--- src/rtl/pos_seq_pkg.sv ---
// Shared types for the running-light position sequencer.
// Optional end-of-travel dwell states appear only when POS_SEQ_DWELL_EN is defined.
package pos_seq_pkg;

   typedef enum logic [1:0] {
      MODE_UP   = 2'b00,
      MODE_DN   = 2'b01,
      MODE_PP   = 2'b10,
      MODE_HOLD = 2'b11
   } mode_t;

`ifdef POS_SEQ_DWELL_EN
   typedef enum logic [1:0] {
      ST_UP        = 2'b00,
      ST_DOWN      = 2'b01,
      ST_DWELL_TOP = 2'b10,
      ST_DWELL_BOT = 2'b11
   } state_t;
`else
   typedef enum logic [1:0] {
      ST_UP   = 2'b00,
      ST_DOWN = 2'b01
   } state_t;
`endif

   localparam logic DIR_UP = 1'b0;
   localparam logic DIR_DN = 1'b1;

endpackage

--- src/rtl/pos_seq_tick.sv ---
// Prescaler: one-cycle tick every DIV enabled cycles; en low or clr restarts the count.
module tick_div #(
   parameter int DIV = 4
) (
   input  logic clk,
   input  logic reset,
   input  logic en,
   input  logic clr,
   output logic tick
);

   localparam int CW = (DIV > 1) ? $clog2(DIV) : 1;
   localparam logic [CW-1:0] CNT_MAX = CW'(DIV - 1);

   logic [CW-1:0] div_cnt;

   assign tick = en & (div_cnt == CNT_MAX);

   always_ff @(posedge clk) begin
      if (reset || clr || !en || tick)
         div_cnt <= '0;
      else
         div_cnt <= div_cnt + CW'(1);
   end

endmodule

--- src/rtl/pos_seq.sv ---
// Running-light position sequencer driving a one-hot decoder's binary index.
// Define POS_SEQ_DWELL_EN to hold each ping-pong end for an extra tick.
//
// state        | meaning
// -------------+---------------------------------------------------
// ST_UP        | travelling upward (dir = 0)
// ST_DOWN      | travelling downward (dir = 1)
// ST_DWELL_TOP | ping-pong parked at NPOS-1, reverses on next tick
// ST_DWELL_BOT | ping-pong parked at 0, reverses on next tick
module pos_seq
   import pos_seq_pkg::*;
#(
   parameter int WIDTH = 8,
   parameter int NPOS  = 8,
   parameter int DIV   = 4
) (
   input  logic             clk,
   input  logic             reset,
   input  logic             en,
   input  logic [1:0]       mode,
   input  logic             load,
   input  logic [WIDTH-1:0] load_val,
   output logic [WIDTH-1:0] pos,
   output logic             step,
   output logic             dir
);

   localparam logic [WIDTH-1:0] POS_MAX = WIDTH'(NPOS - 1);

   logic             tick;
   state_t           state, state_nxt;
   logic [WIDTH-1:0] pos_nxt;
   logic             dir_nxt;

   // A load restarts the prescaler so the next tick lands a full period later.
   tick_div #(.DIV(DIV)) u_tick_div (
      .clk   (clk),
      .reset (reset),
      .en    (en),
      .clr   (load),
      .tick  (tick)
   );

   always_ff @(posedge clk) begin
      if (reset) begin
         state <= ST_UP;
         pos   <= '0;
         dir   <= DIR_UP;
         step  <= 1'b0;
      end else begin
         state <= state_nxt;
         pos   <= pos_nxt;
         dir   <= dir_nxt;
         step  <= (pos_nxt != pos);
      end
   end

   always_comb begin
      state_nxt = state;
      pos_nxt   = pos;
      dir_nxt   = dir;
      if (load) begin
         pos_nxt = (load_val > POS_MAX) ? POS_MAX : load_val;
`ifdef POS_SEQ_DWELL_EN
         if (state == ST_DWELL_TOP || state == ST_DWELL_BOT)
            state_nxt = (dir == DIR_DN) ? ST_DOWN : ST_UP;
`endif
      end else if (tick) begin
         if (pos > POS_MAX) begin
            pos_nxt = '0;
         end else begin
            case (mode_t'(mode))
               MODE_UP: begin
                  dir_nxt   = DIR_UP;
                  state_nxt = ST_UP;
                  pos_nxt   = (pos == POS_MAX) ? '0 : pos + WIDTH'(1);
               end
               MODE_DN: begin
                  dir_nxt   = DIR_DN;
                  state_nxt = ST_DOWN;
                  pos_nxt   = (pos == '0) ? POS_MAX : pos - WIDTH'(1);
               end
               MODE_PP: begin
                  case (state)
                     ST_UP: begin
                        if (pos == POS_MAX) begin
`ifdef POS_SEQ_DWELL_EN
                           state_nxt = ST_DWELL_TOP;
`else
                           state_nxt = ST_DOWN;
                           dir_nxt   = DIR_DN;
                           pos_nxt   = POS_MAX - WIDTH'(1);
`endif
                        end else begin
                           pos_nxt = pos + WIDTH'(1);
`ifdef POS_SEQ_DWELL_EN
                           if (pos_nxt == POS_MAX)
                              state_nxt = ST_DWELL_TOP;
`endif
                        end
                     end
                     ST_DOWN: begin
                        if (pos == '0) begin
`ifdef POS_SEQ_DWELL_EN
                           state_nxt = ST_DWELL_BOT;
`else
                           state_nxt = ST_UP;
                           dir_nxt   = DIR_UP;
                           pos_nxt   = WIDTH'(1);
`endif
                        end else begin
                           pos_nxt = pos - WIDTH'(1);
`ifdef POS_SEQ_DWELL_EN
                           if (pos_nxt == '0)
                              state_nxt = ST_DWELL_BOT;
`endif
                        end
                     end
`ifdef POS_SEQ_DWELL_EN
                     // Dwell exit only flips direction; the move happens a tick later.
                     ST_DWELL_TOP: begin
                        state_nxt = ST_DOWN;
                        dir_nxt   = DIR_DN;
                     end
                     ST_DWELL_BOT: begin
                        state_nxt = ST_UP;
                        dir_nxt   = DIR_UP;
                     end
`endif
                     default: state_nxt = ST_UP;
                  endcase
               end
               default: ;
            endcase
         end
      end
   end

endmodule

--- config.mk ---
export PLATFORM = sky130hd
export DESIGN_NAME = pos_seq
export DESIGN_NICKNAME = d
export VERILOG_FILES = /design/src/rtl/pos_seq_pkg.sv /design/src/rtl/pos_seq_tick.sv /design/src/rtl/pos_seq.sv
export SDC_FILE = /design/constraint.sdc
export NUM_CORES = 1
export LEC_CHECK = 0
export BUFFER_PORTS_ARGS = -buffer_cell sky130_fd_sc_hd__buf_2
export CAP_MARGIN = 25
export CORE_MARGIN = 2
export CORE_UTILIZATION = 45
export CTS_CLUSTER_SIZE = 40
export DETAILED_ROUTE_END_ITERATION = 10
export PLACE_DENSITY = 0.77
export REMOVE_ABC_BUFFERS = 1
export SKIP_LAST_GASP = 1
export SYNTH_ARGS = -nofsm -noshare
export SYNTH_HDL_FRONTEND = slang
export SYNTH_SLANG_ARGS = --single-unit
export TNS_END_PERCENT = 1
--- constraint.sdc ---
create_clock -name clk -period 2.2 [get_ports clk]
set_clock_uncertainty 0.05 [all_clocks]
set_input_delay 0.22 -clock clk [delete_from_list [all_inputs] [get_ports clk]]
set_output_delay 0.22 -clock clk [all_outputs]
set_load 0.05 [all_outputs]
==> results.tsv <==
metric	value	unit
status	finished clean	
pwr dens	410	nW/µm²
placed instance area	1440	µm²
startpoint types	register	
Yosys cell types	53	
PortBufs	23	
CTS root buf	clkbuf_4	
Least-Margin Pin Slew	578	ps
Synth Register Bits	13	
clk sinks	13	
die outline area	3130	µm²
Total Routed Length	4090	µm
post-route cell area	1530	µm²
first-pass GRT wire length	6350	µm
Top delay family on crit path	simple AND/OR/NAND/NOR gates	
Die W	56.0	µm
Fmax	457	MHz
leakage	0.654	nW
CP Data Arrival Time	2310	ps
TritonCTS clock tree	done	
Die H	56.0	µm
WL/cell	18.0	µm
setup violators final	0	
Post-layout nets	220	
TritonCTS buffer count	3	
largest cells by area after synthesis	dfxtp_1 (21%), ha_1 (8.2%), a21oi_1 (5.3%)	
Worst-path clk slew	100	ps
fraction of layout instances using a drive strength above 1	30.5	%
Critical Path RT	2320	ps
worst vdd ir	374	µV
Routed Antenna Nets	0	
relative slew slack	61.1	%
Synth Warn #	0	
largest net degree at the start of global routing	12	
Synth area leader	dfxtp_1	
crit-path cells	inv_4 > ha_4 > or4b_4 > o211ai_1 > o211ai_1 > mux2i_1 > nor4_2 > o211ai_1	
DR vias	1514	
DRC	0	
vias in the first global route	1406	
Gate Count Post-Synth	162	
critical path's slowest cell	or4b_4	
Hold Crit Class	in2reg	
Slew Limit Fails	0	
Commonest cells post-synth	nor2_1 (14), a21oi_1 (13), dfxtp_1 (13)	
placer congestion estimate	1.02	
drt via density	6.67	
row cnt	18	
DRT Pass-1 Iters	5	
Hold Vio Cnt, Final	0	
r2r startpoint	pos[1]	
GRT Total Usage	25.4	%
EDFF count, synth	0	
WP buf/inv	1	
Max-Cap Viols	0	
IO Pins	24	
Layout area overhead	26.0	%
antenna cells	0	
initial antenna violation count	0	
start point of the critical path	pos[1]	
count leader, synth	nor2_1	
CTS HTree Levels	1	
ys async rst share	0	%
Tmin final	2190	ps
total power	629	µW
Setup crit end kind	register	
most frequent cell on the critical path	o211ai_1	
crit path max fanout	4	
Synth top area share	21.4	%
syn_area_per_cell	7.51	µm²
DP HPWL	2990	µm
Top FF cell, synth	dfxtp_1	
type of the worst setup path	reg2reg	
mapped cell area	1220	µm²
Hold Crit Start	reset	
Bufs on Longest Clock Path	2	
unrepaired setup endpoints after global routing	yes	
GRT overflow	0	
core region area	2520	µm²
initial core utilization	48.2	%
sequential-to-total area share from yosys stat	21.4	%
final worst-path cycle share	99.6	%
clk_lat worst skew	300	ps
CP max stage delay	460	ps
Initial DRC Count	64	
==> kinds of logic after synthesis <==
logic type	share of synthesized area [%]
compound gates	32.5
xor+xnor	0.720
fa+ha+maj	8.23
buf+inv	6.38
flops	21.4
mux	1.75
simple gates	29.0
==> where the power goes <==
group          switching, mW  total (mW)  internal [mW]
clock                 0.0929       0.164         0.0707
sequential           0.00840       0.252          0.244
combinational          0.125       0.213         0.0876
==> state kept, by name, summed over array words and instances (netlist names) <==
name and flops:
u_tick_div.div_cnt 2, state 1, dir 1, pos 8, step 1
==> stage by stage <==
stage | instances | setup slack (ps) | util (%) | hold WS (ps) | TNS (ps)
CTS | 224 | 16.2 | 58.5 | 155 | 0
finish | 227 | 9.51 | 60.8 | 149 | 0
detailed placement | 220 | 7.64 | 57.1 | 399 | 0
floorplan | 152 | -108 | - | 239 | -202
global placement | 220 | 50.9 | 57.1 | 362 | 0
global route | 227 | -99.4 | 60.8 | 183 | -99.4
==> repair_timing <==
item | CTS | global route
hold buffers | 0 | 0
hold endpoints to repair | 0 | 0
pin swaps | 0 | 5
buffers inserted | 0 | 3
gates resized for setup | 1 | 11
setup endpoints to repair | 1 | 2
==> area by class of cell <==
| type | count | area, µm² |
|---|---|---|
| tap | 30 | 37.5 |
| timing repair buffer | 41 | 250 |
| multi-input combinational | 129 | 916 |
| fill | 240 | 990 |
| clock buffer | 4 | 26.3 |
| sequential | 13 | 263 |
| inverter | 10 | 40.0 |
==> worst register-to-register path, delay by kind of cell, from the launching register on <==
kind | cells | cell delay [ps]
buffers and inverters | 1 | 70
adder cells (fa/ha/maj) | 1 | 140
flip-flops | 1 | 350
multiplexers | 1 | 170
AO/OA/AOI/OAI | 3 | 510
AND/OR/NAND/NOR | 2 | 770
==> metal layers <==
layer	track usage [%]	wire (µm)	up-vias
li1	-	-	695
met1	30.9	1670	692
met2	41.5	1910	100
met3	4.65	303	27
met4	14.6	197	0
met5	0	0	-
==> worst paths after layout <==
path | slack [ps] | cells after the start | end
setup / recovery | 10 | 8 | step
hold / removal | 150 | 2 | state[0]
setup reg to reg | 10 | 8 | step
hold reg to reg | 410 | 1 | u_tick_div.div_cnt[0]
==> cell usage in the layout (no fill, tap or decap), types with 2 or more instances in the layout <==
cell	instances
o22ai_1	2
nand4_1	2
nor4_1	4
clkbuf_4	3
dfxtp_1	11
a21oi_1	13
nor3_1	6
buf_4	18
o32ai_1	3
nand3_1	4
inv_1	8
buf_2	23
o211ai_1	5
o221ai_1	3
or3_1	7
ha_1	7
nor2_1	14
nand2_1	7
dfxtp_2	2
a22oi_1	3
a21o_1	2
o21ai_0	7
or2_2	2
and3_1	4
Power figures use the tool's default switching activity.
